==> config.mk <==
export PLATFORM = sky130hd
export DESIGN_NAME = enigma_msg_tx
export DESIGN_NICKNAME = d
export VERILOG_FILES = /design/src/rtl/enigma_pkg.sv /design/src/rtl/enigma_symb_buf.sv /design/src/rtl/enigma_msg_tx.sv
export SDC_FILE = /design/constraint.sdc
export NUM_CORES = 1
export LEC_CHECK = 0
export BUFFER_PORTS_ARGS = -buffer_cell sky130_fd_sc_hd__buf_2
export CAP_MARGIN = 20
export CORE_MARGIN = 2
export CORE_UTILIZATION = 63
export CTS_CLUSTER_DIAMETER = 30
export DETAILED_ROUTE_END_ITERATION = 8
export HOLD_SLACK_MARGIN = 0.08
export PLACE_DENSITY = 0.8
export SYNTH_ARGS = -nofsm -noshare
export SYNTH_HDL_FRONTEND = slang
export SYNTH_SLANG_ARGS = --single-unit
export TNS_END_PERCENT = 10
==> constraint.sdc <==
create_clock -name clk_i -period 5.6 [get_ports clk_i]
set_clock_uncertainty 0.15 [all_clocks]
set_input_delay 0.56 -clock clk_i [delete_from_list [all_inputs] [get_ports clk_i]]
set_output_delay 0.56 -clock clk_i [all_outputs]
set_load 0.01 [all_outputs]
==> src/rtl/enigma_pkg.sv <==
// Shared types for the enigma message transmitter.
package enigma_pkg;

  localparam int unsigned SYMB_W = 7;
  localparam int unsigned NUMB_W = 8;
  localparam int unsigned GAP_W  = 4;

  typedef logic signed [SYMB_W-1:0] symbol_t;
  typedef logic [NUMB_W-1:0]        symb_numb_t;

  typedef enum logic [2:0] {
    IDLE,
    RRS,
    SEND,
    WAIT,
    DONE
  } tx_state_t;

endpackage

==> src/rtl/enigma_symb_buf.sv <==
// Single-clock symbol buffer: FIFO-ordered write/read ports with occupancy count.
module enigma_symb_buf
  import enigma_pkg::*;
#(
  parameter int unsigned DEPTH = 64
) (
  input  logic       clk_i,
  input  logic       rst_i,
  input  logic       clr_i,
  input  logic       wr_en_i,
  input  symbol_t    wr_data_i,
  input  logic       rd_en_i,
  output symbol_t    rd_data_o,
  output symb_numb_t count_o,
  output logic       full_o,
  output logic       empty_o
);

  localparam int unsigned PTR_W = (DEPTH > 1) ? $clog2(DEPTH) : 1;

  symbol_t          mem_q [DEPTH];
  logic [PTR_W-1:0] wr_ptr_q, wr_ptr_d;
  logic [PTR_W-1:0] rd_ptr_q, rd_ptr_d;
  symb_numb_t       count_q, count_d;
  logic             do_wr, do_rd;

  // Pointers wrap at DEPTH, which need not be a power of two.
  function automatic logic [PTR_W-1:0] ptr_inc(input logic [PTR_W-1:0] p);
    return (p == PTR_W'(DEPTH - 1)) ? '0 : p + PTR_W'(1);
  endfunction

  assign full_o    = (count_q == NUMB_W'(DEPTH));
  assign empty_o   = (count_q == '0);
  assign do_wr     = wr_en_i && !full_o;
  assign do_rd     = rd_en_i && !empty_o;
  assign rd_data_o = mem_q[rd_ptr_q];
  assign count_o   = count_q;

  // Pointer and occupancy update; clear returns the buffer to empty.
  always_comb begin
    wr_ptr_d = wr_ptr_q;
    rd_ptr_d = rd_ptr_q;
    count_d  = count_q;
    if (clr_i) begin
      wr_ptr_d = '0;
      rd_ptr_d = '0;
      count_d  = '0;
    end else begin
      if (do_wr) wr_ptr_d = ptr_inc(wr_ptr_q);
      if (do_rd) rd_ptr_d = ptr_inc(rd_ptr_q);
      count_d = count_q + NUMB_W'(do_wr) - NUMB_W'(do_rd);
    end
  end

  // Control state registers.
  always_ff @(posedge clk_i) begin
    if (rst_i) begin
      wr_ptr_q <= '0;
      rd_ptr_q <= '0;
      count_q  <= '0;
    end else begin
      wr_ptr_q <= wr_ptr_d;
      rd_ptr_q <= rd_ptr_d;
      count_q  <= count_d;
    end
  end

  // Storage array; contents are don't-care once the pointers are cleared.
  always_ff @(posedge clk_i) begin
    if (do_wr) mem_q[wr_ptr_q] <= wr_data_i;
  end

endmodule

==> src/rtl/enigma_msg_tx.sv <==
// Message transmitter: buffers host symbols, then pulses rotor reset, streams
// the message to the encoder and counts returned results until done or timeout.
module enigma_msg_tx
  import enigma_pkg::*;
#(
  parameter int unsigned DEPTH   = 64,
  parameter int unsigned GAP     = 0,
  parameter int unsigned TIMEOUT = 1023
) (
  input  logic       clk_i,
  input  logic       rst_i,
  input  logic       wr_val_i,
  input  symbol_t    wr_symb_i,
  output logic       wr_rdy_o,
  input  logic       start_i,
  output logic       busy_o,
  output logic       rrs_rst_o,
  output logic       symb_val_o,
  output symb_numb_t symb_numb_o,
  output symbol_t    symbol_o,
  input  logic       res_val_i,
  output logic       done_o,
  output logic       err_o
);

  localparam int unsigned TO_W = $clog2(TIMEOUT + 1);

  tx_state_t        state_q, state_d;
  symb_numb_t       res_cnt_q, res_cnt_d;
  symb_numb_t       sent_q, sent_d;
  logic [GAP_W-1:0] gap_q, gap_d;
  logic [TO_W-1:0]  to_cnt_q, to_cnt_d;

  logic       wr_rdy_q, wr_rdy_d;
  logic       busy_q, busy_d;
  logic       rrs_rst_q, rrs_rst_d;
  logic       symb_val_q, symb_val_d;
  symb_numb_t symb_numb_q, symb_numb_d;
  symbol_t    symbol_q, symbol_d;
  logic       done_q, done_d;
  logic       err_q, err_d;

  logic       buf_clr, buf_rd, buf_full, buf_empty;
  symbol_t    buf_rd_data;
  symb_numb_t buf_count;

  logic       wr_acc, start_empty, timeout_hit, send_last;
  symb_numb_t cnt_after;

  enigma_symb_buf #(.DEPTH(DEPTH)) u_buf (
    .clk_i     (clk_i),
    .rst_i     (rst_i),
    .clr_i     (buf_clr),
    .wr_en_i   (wr_acc),
    .wr_data_i (wr_symb_i),
    .rd_en_i   (buf_rd),
    .rd_data_o (buf_rd_data),
    .count_o   (buf_count),
    .full_o    (buf_full),
    .empty_o   (buf_empty)
  );

  // A write is taken only while the registered ready is high.
  assign wr_acc      = wr_val_i && wr_rdy_q && !buf_full;
  assign cnt_after   = buf_count + NUMB_W'(wr_acc);
  assign start_empty = buf_empty && !wr_acc;
  assign timeout_hit = (to_cnt_q == TO_W'(TIMEOUT - 1));
  assign send_last   = (sent_q == symb_numb_q);

  // Returned-result counter, live in SEND/WAIT, saturating at the message length.
  always_comb begin
    res_cnt_d = res_cnt_q;
    if (state_q == RRS) begin
      res_cnt_d = '0;
    end else if ((state_q == SEND || state_q == WAIT) && res_val_i &&
                 (res_cnt_q != symb_numb_q)) begin
      res_cnt_d = res_cnt_q + NUMB_W'(1);
    end
  end

  // State register.
  always_ff @(posedge clk_i) begin
    if (rst_i) state_q <= IDLE;
    else       state_q <= state_d;
  end

  // Next-state decode; the current-cycle result strobe counts toward completion.
  always_comb begin
    state_d = state_q;
    case (state_q)
      IDLE:    if (start_i && !start_empty) state_d = RRS;
      RRS:     state_d = SEND;
      SEND:    if (send_last) state_d = WAIT;
      WAIT: begin
        if (res_cnt_d == symb_numb_q) state_d = DONE;
        else if (timeout_hit)         state_d = IDLE;
      end
      DONE:    state_d = IDLE;
      default: state_d = IDLE;
    endcase
  end

  // Output and datapath decode; outputs are loaded for the state being entered.
  always_comb begin
    buf_clr     = 1'b0;
    buf_rd      = 1'b0;
    sent_d      = sent_q;
    gap_d       = gap_q;
    to_cnt_d    = to_cnt_q;
    wr_rdy_d    = (state_d == IDLE) &&
                  ((state_q != IDLE) || (cnt_after < NUMB_W'(DEPTH)));
    busy_d      = (state_d != IDLE);
    rrs_rst_d   = (state_q == IDLE) && (state_d == RRS);
    symb_val_d  = 1'b0;
    symbol_d    = symbol_q;
    symb_numb_d = symb_numb_q;
    done_d      = (state_q == WAIT) && (state_d == DONE);
    err_d       = 1'b0;
    case (state_q)
      IDLE: begin
        err_d = start_i && start_empty;
        if (state_d == RRS) symb_numb_d = cnt_after;
      end
      RRS: begin
        buf_rd     = 1'b1;
        symb_val_d = 1'b1;
        symbol_d   = buf_rd_data;
        sent_d     = NUMB_W'(1);
        gap_d      = GAP_W'(GAP);
        to_cnt_d   = '0;
      end
      SEND: begin
        if (state_d == SEND) begin
          if (gap_q != '0) begin
            gap_d = gap_q - GAP_W'(1);
          end else begin
            buf_rd     = 1'b1;
            symb_val_d = 1'b1;
            symbol_d   = buf_rd_data;
            sent_d     = sent_q + NUMB_W'(1);
            gap_d      = GAP_W'(GAP);
          end
        end
      end
      WAIT: begin
        to_cnt_d = to_cnt_q + TO_W'(1);
        if (state_d == IDLE) begin
          err_d   = 1'b1;
          buf_clr = 1'b1;
        end
      end
      DONE:    buf_clr = 1'b1;
      default: buf_clr = 1'b0;
    endcase
  end

  // Counter and output registers.
  always_ff @(posedge clk_i) begin
    if (rst_i) begin
      res_cnt_q   <= '0;
      sent_q      <= '0;
      gap_q       <= '0;
      to_cnt_q    <= '0;
      wr_rdy_q    <= 1'b1;
      busy_q      <= 1'b0;
      rrs_rst_q   <= 1'b0;
      symb_val_q  <= 1'b0;
      symb_numb_q <= '0;
      symbol_q    <= '0;
      done_q      <= 1'b0;
      err_q       <= 1'b0;
    end else begin
      res_cnt_q   <= res_cnt_d;
      sent_q      <= sent_d;
      gap_q       <= gap_d;
      to_cnt_q    <= to_cnt_d;
      wr_rdy_q    <= wr_rdy_d;
      busy_q      <= busy_d;
      rrs_rst_q   <= rrs_rst_d;
      symb_val_q  <= symb_val_d;
      symb_numb_q <= symb_numb_d;
      symbol_q    <= symbol_d;
      done_q      <= done_d;
      err_q       <= err_d;
    end
  end

  assign wr_rdy_o    = wr_rdy_q;
  assign busy_o      = busy_q;
  assign rrs_rst_o   = rrs_rst_q;
  assign symb_val_o  = symb_val_q;
  assign symb_numb_o = symb_numb_q;
  assign symbol_o    = symbol_q;
  assign done_o      = done_q;
  assign err_o       = err_q;

endmodule

==> impl_metrics.json <==
{
  "synth_xor_area_frac": 0.02433,
  "ant_nets": 0,
  "synth-compound-area-share": 0.02083,
  "slowest_delay_ps": 780,
  "status": "finished, final reports clean",
  "grt_max_degree": 71,
  "cts_tree": "built",
  "rsz0062_at_grt": "false",
  "wirelength_mm": 53.57,
  "wl_per_cell_um": 30.06,
  "synthToLayoutAreaGrowth_pct": 17.81,
  "path_common_cell": "inv_1",
  "core_area_um2": 33530,
  "yosysSeqAreaShare": 0.7019,
  "worstHoldPathCells": 1,
  "clockRootBuffer": "clkbuf_16",
  "start_util": 0.6396,
  "drive_gt1_frac": 0.2866,
  "synth_nets": 1217,
  "hpwl_mm": 26.65,
  "synth_top_cell_by_area": "edfxtp_1",
  "synth-edff-count": 448,
  "grt_pass1_wl_mm": 80.00,
  "synthMuxAreaShare": 0.1602,
  "numCtsBuffers": 93,
  "clk_pin_slew_worst_paths_ps": 50,
  "path_cells": "inv_1 > ha_1 > and4bb_2 > a31oi_2 > buf_4 > a31oi_1 > a32oi_1 > nor2_2 > nand2_1 > inv_1 > ha_1 > inv_1 > ha_1 > inv_1 > fa_1 > inv_1 > a21oi_1 > o21bai_1 > a21oi_1 > nor2_1 > nor2_1 > xor2_1 > nor2_2",
  "drcViolationCount": 0,
  "rr_endpoint": "u_buf.count_o[6]",
  "required_ps": 5900,
  "worst_setup_path_end_kind": "flop",
  "cellLeakagePower_uw": 0.008231,
  "hold_viol": 0,
  "hold_class": "in -> reg",
  "die_h_um": 188.5,
  "max_cap_violations": 0,
  "antenna_found_initial": 1,
  "synth-main-ff-cell": "edfxtp_1",
  "syn_area_um2": 21450,
  "synth_top_area_frac": 0.6272,
  "r2r_cells": 23,
  "final.min_clock_period_ps": 5240,
  "cts_setup_buffers": 0,
  "synth.most_common_cell": "edfxtp_1",
  "syn-instance-count": 1177,
  "grt_pass1_vias": 12225,
  "gr-total-overflow": 0,
  "yosys-top-cells-area": "edfxtp_1 (63%), mux4_2 (15%), dfxtp_1 (7.5%)",
  "htreeDepth": 3,
  "vias": 11946,
  "synth-async-reset-ratio": 0,
  "grt_use_total": 0.3107,
  "ir_drop_uv": 409.4,
  "synth_top_family_by_area": "multiplexers",
  "crit_type": "reg -> reg",
  "postCtsHoldBufs": 0,
  "synth_commonest_cells": "edfxtp_1 (448), mux4_2 (147), nor2_1 (129)",
  "clockBufferDepth": 3,
  "drt_first_pass_iters": 5,
  "finalWorstSetupSlack_ps": 360.3,
  "holdPathEnd": "u_buf.mem_q[35][1]",
  "relSlewSlack": 0.2473,
  "cts.repair.resized": 0,
  "maxSlewViolCount": 0,
  "crit_path_top_delay_cell": "nor2_2",
  "clock_latency_ps": 620,
  "numPortBuffers": 32,
  "finalSetupViolCount": 0,
  "fin_crit_sh": 0.9357,
  "pre_cts_slack_ps": 622.1,
  "synth.distinct_cells": 68,
  "cp.arrival_ps": 5540,
  "clock_sinks": 528,
  "avgSynthCellArea_um2": 18.22,
  "drt_iter0_drc": 1559,
  "synthAdderAreaFrac": 0.01668,
  "gp_congestion": 0.7943,
  "setup_tns_ps": 0,
  "io-pin-count": 33,
  "rows": 67,
  "critPathMaxFanout": 21,
  "fmax_ghz": 0.1908,
  "synth.ff_latch_count": 528,
  "worstHoldStart": "wr_symb_i[1]",
  "cp-start-kind": "flop",
  "final_nets": 1297,
  "worst_pin_slew_ps": 1129,
  "regToRegSetupSlack_ps": 360,
  "synth_simple_gate_area_share": 0.05909,
  "viasPerCell": 6.704,
  "die_x_um": 188.5,
  "timing.rr.start": "u_buf.count_o[3]",
  "ys_warn_count": 0,
  "dieArea_um2": 35540,
  "p_per_area_nw_per_um2": 493.6
}
## layout by cell type (no fill, tap or decap), types with 3 or more instances in the layout
| cell | netlist | layout |
|---|---|---|
| clkbuf_1 | 31 | 8 |
| nor2b_1 | 7 | 7 |
| ha_1 | 27 | 27 |
| o21bai_1 | 3 | 3 |
| xor2_1 | 28 | 28 |
| clkinv_1 | 0 | 8 |
| clkinv_2 | 0 | 16 |
| and3_1 | 7 | 7 |
| nor3_1 | 15 | 15 |
| clkinv_4 | 0 | 8 |
| nor4_1 | 5 | 5 |
| inv_8 | 0 | 4 |
| clkinvlp_4 | 0 | 7 |
| buf_2 | 13 | 32 |
| buf_4 | 2 | 5 |
| nor2_1 | 129 | 128 |
| a21oi_1 | 24 | 24 |
| xnor2_1 | 27 | 27 |
| nand3b_1 | 6 | 6 |
| bufinv_16 | 0 | 13 |
| edfxtp_1 | 448 | 448 |
| mux2i_1 | 10 | 10 |
| nand4_1 | 15 | 15 |
| inv_1 | 19 | 19 |
| buf_12 | 0 | 8 |
| or3_1 | 5 | 5 |
| dfxtp_1 | 80 | 76 |
| o21ai_0 | 12 | 12 |
| mux4_2 | 147 | 147 |
| inv_6 | 0 | 11 |
| nor2_2 | 10 | 11 |
| a211oi_1 | 6 | 6 |
| nand3_1 | 15 | 15 |
| clkbuf_16 | 0 | 94 |
| nand2_1 | 28 | 28 |
## power by group
group	internal (uW)	switching [uW]
clock network	3710	2090
registers	4390	222
logic	994	1070
## worst max path at each step
stage                                start                to  cells after the start
after floorplan                    start_i  u_buf.count_o[6]                     20
after global placement             start_i  u_buf.count_o[6]                     22
after detailed placement  u_buf.count_o[4]  u_buf.count_o[6]                     23
after CTS                 u_buf.count_o[3]  u_buf.count_o[6]                     23
after global routing      u_buf.count_o[3]  u_buf.count_o[6]                     23
final                     u_buf.count_o[3]  u_buf.count_o[6]                     23
## worst max-delay path, delay by kind of cell, from the launching register on
kind	cells	cell delay, ps
AOI/OAI and AO/OA	6	850
xor gates and xnor gates	1	160
adders and majority gates	4	1090
buffers and inverters	6	850
DFF	1	340
and+or+nand+nor	6	1630
## flip-flops by register name, indices dropped and copies added (netlist names), 3 cells and up, named ones only
signal          flops
u_buf.count_o       8
sent_q              8
res_cnt_q           8
to_cnt_q           10
u_buf.mem_q       448
symbol_o            7
u_buf.rd_ptr_q      6
symb_numb_o         8
state_q             3
gap_q               4
u_buf.wr_ptr_q      6
## layer usage
metal	up-vias	track usage	routed length (um)
met5	-	0	13
met4	2	0.1259	2007
met3	161	0.07096	4874
met2	810	0.5059	26830
met1	6118	0.4129	19840
li1	4855	-	-
## kinds of logic after synthesis
family | count (synthesis)
and+or+nand+nor | 260
muxes | 159
buffers and inverters | 79
adders and majority gates | 28
DFF | 528
AOI/OAI and AO/OA | 66
xor gates and xnor gates | 57
## per-stage QoR
step	util	hold slack [ps]	instance area [um2]	total power (uW)	std cells
floorplan	-	317.4	21450	6118	1177
global placement	0.6557	329.1	21990	6626	1605
detailed placement	0.6557	334.9	21990	6671	1605
CTS	0.7505	311.5	25170	12480	1776
global route	0.7535	291.6	25270	12800	1781
finish	0.7535	287.3	25270	12470	1782
## final cells by class
type,instances,area [um2]
sequential,528,15060
antenna,1,2.502
clock buffer,102,2382
tap,448,560.5
timing repair buffer,45,357.8
multi-input combinational,570,6032
inverter,19,71.32
clock inverter,69,797.0
fill,1776,8264
Note: power is estimated with default switching activity, not from simulation.
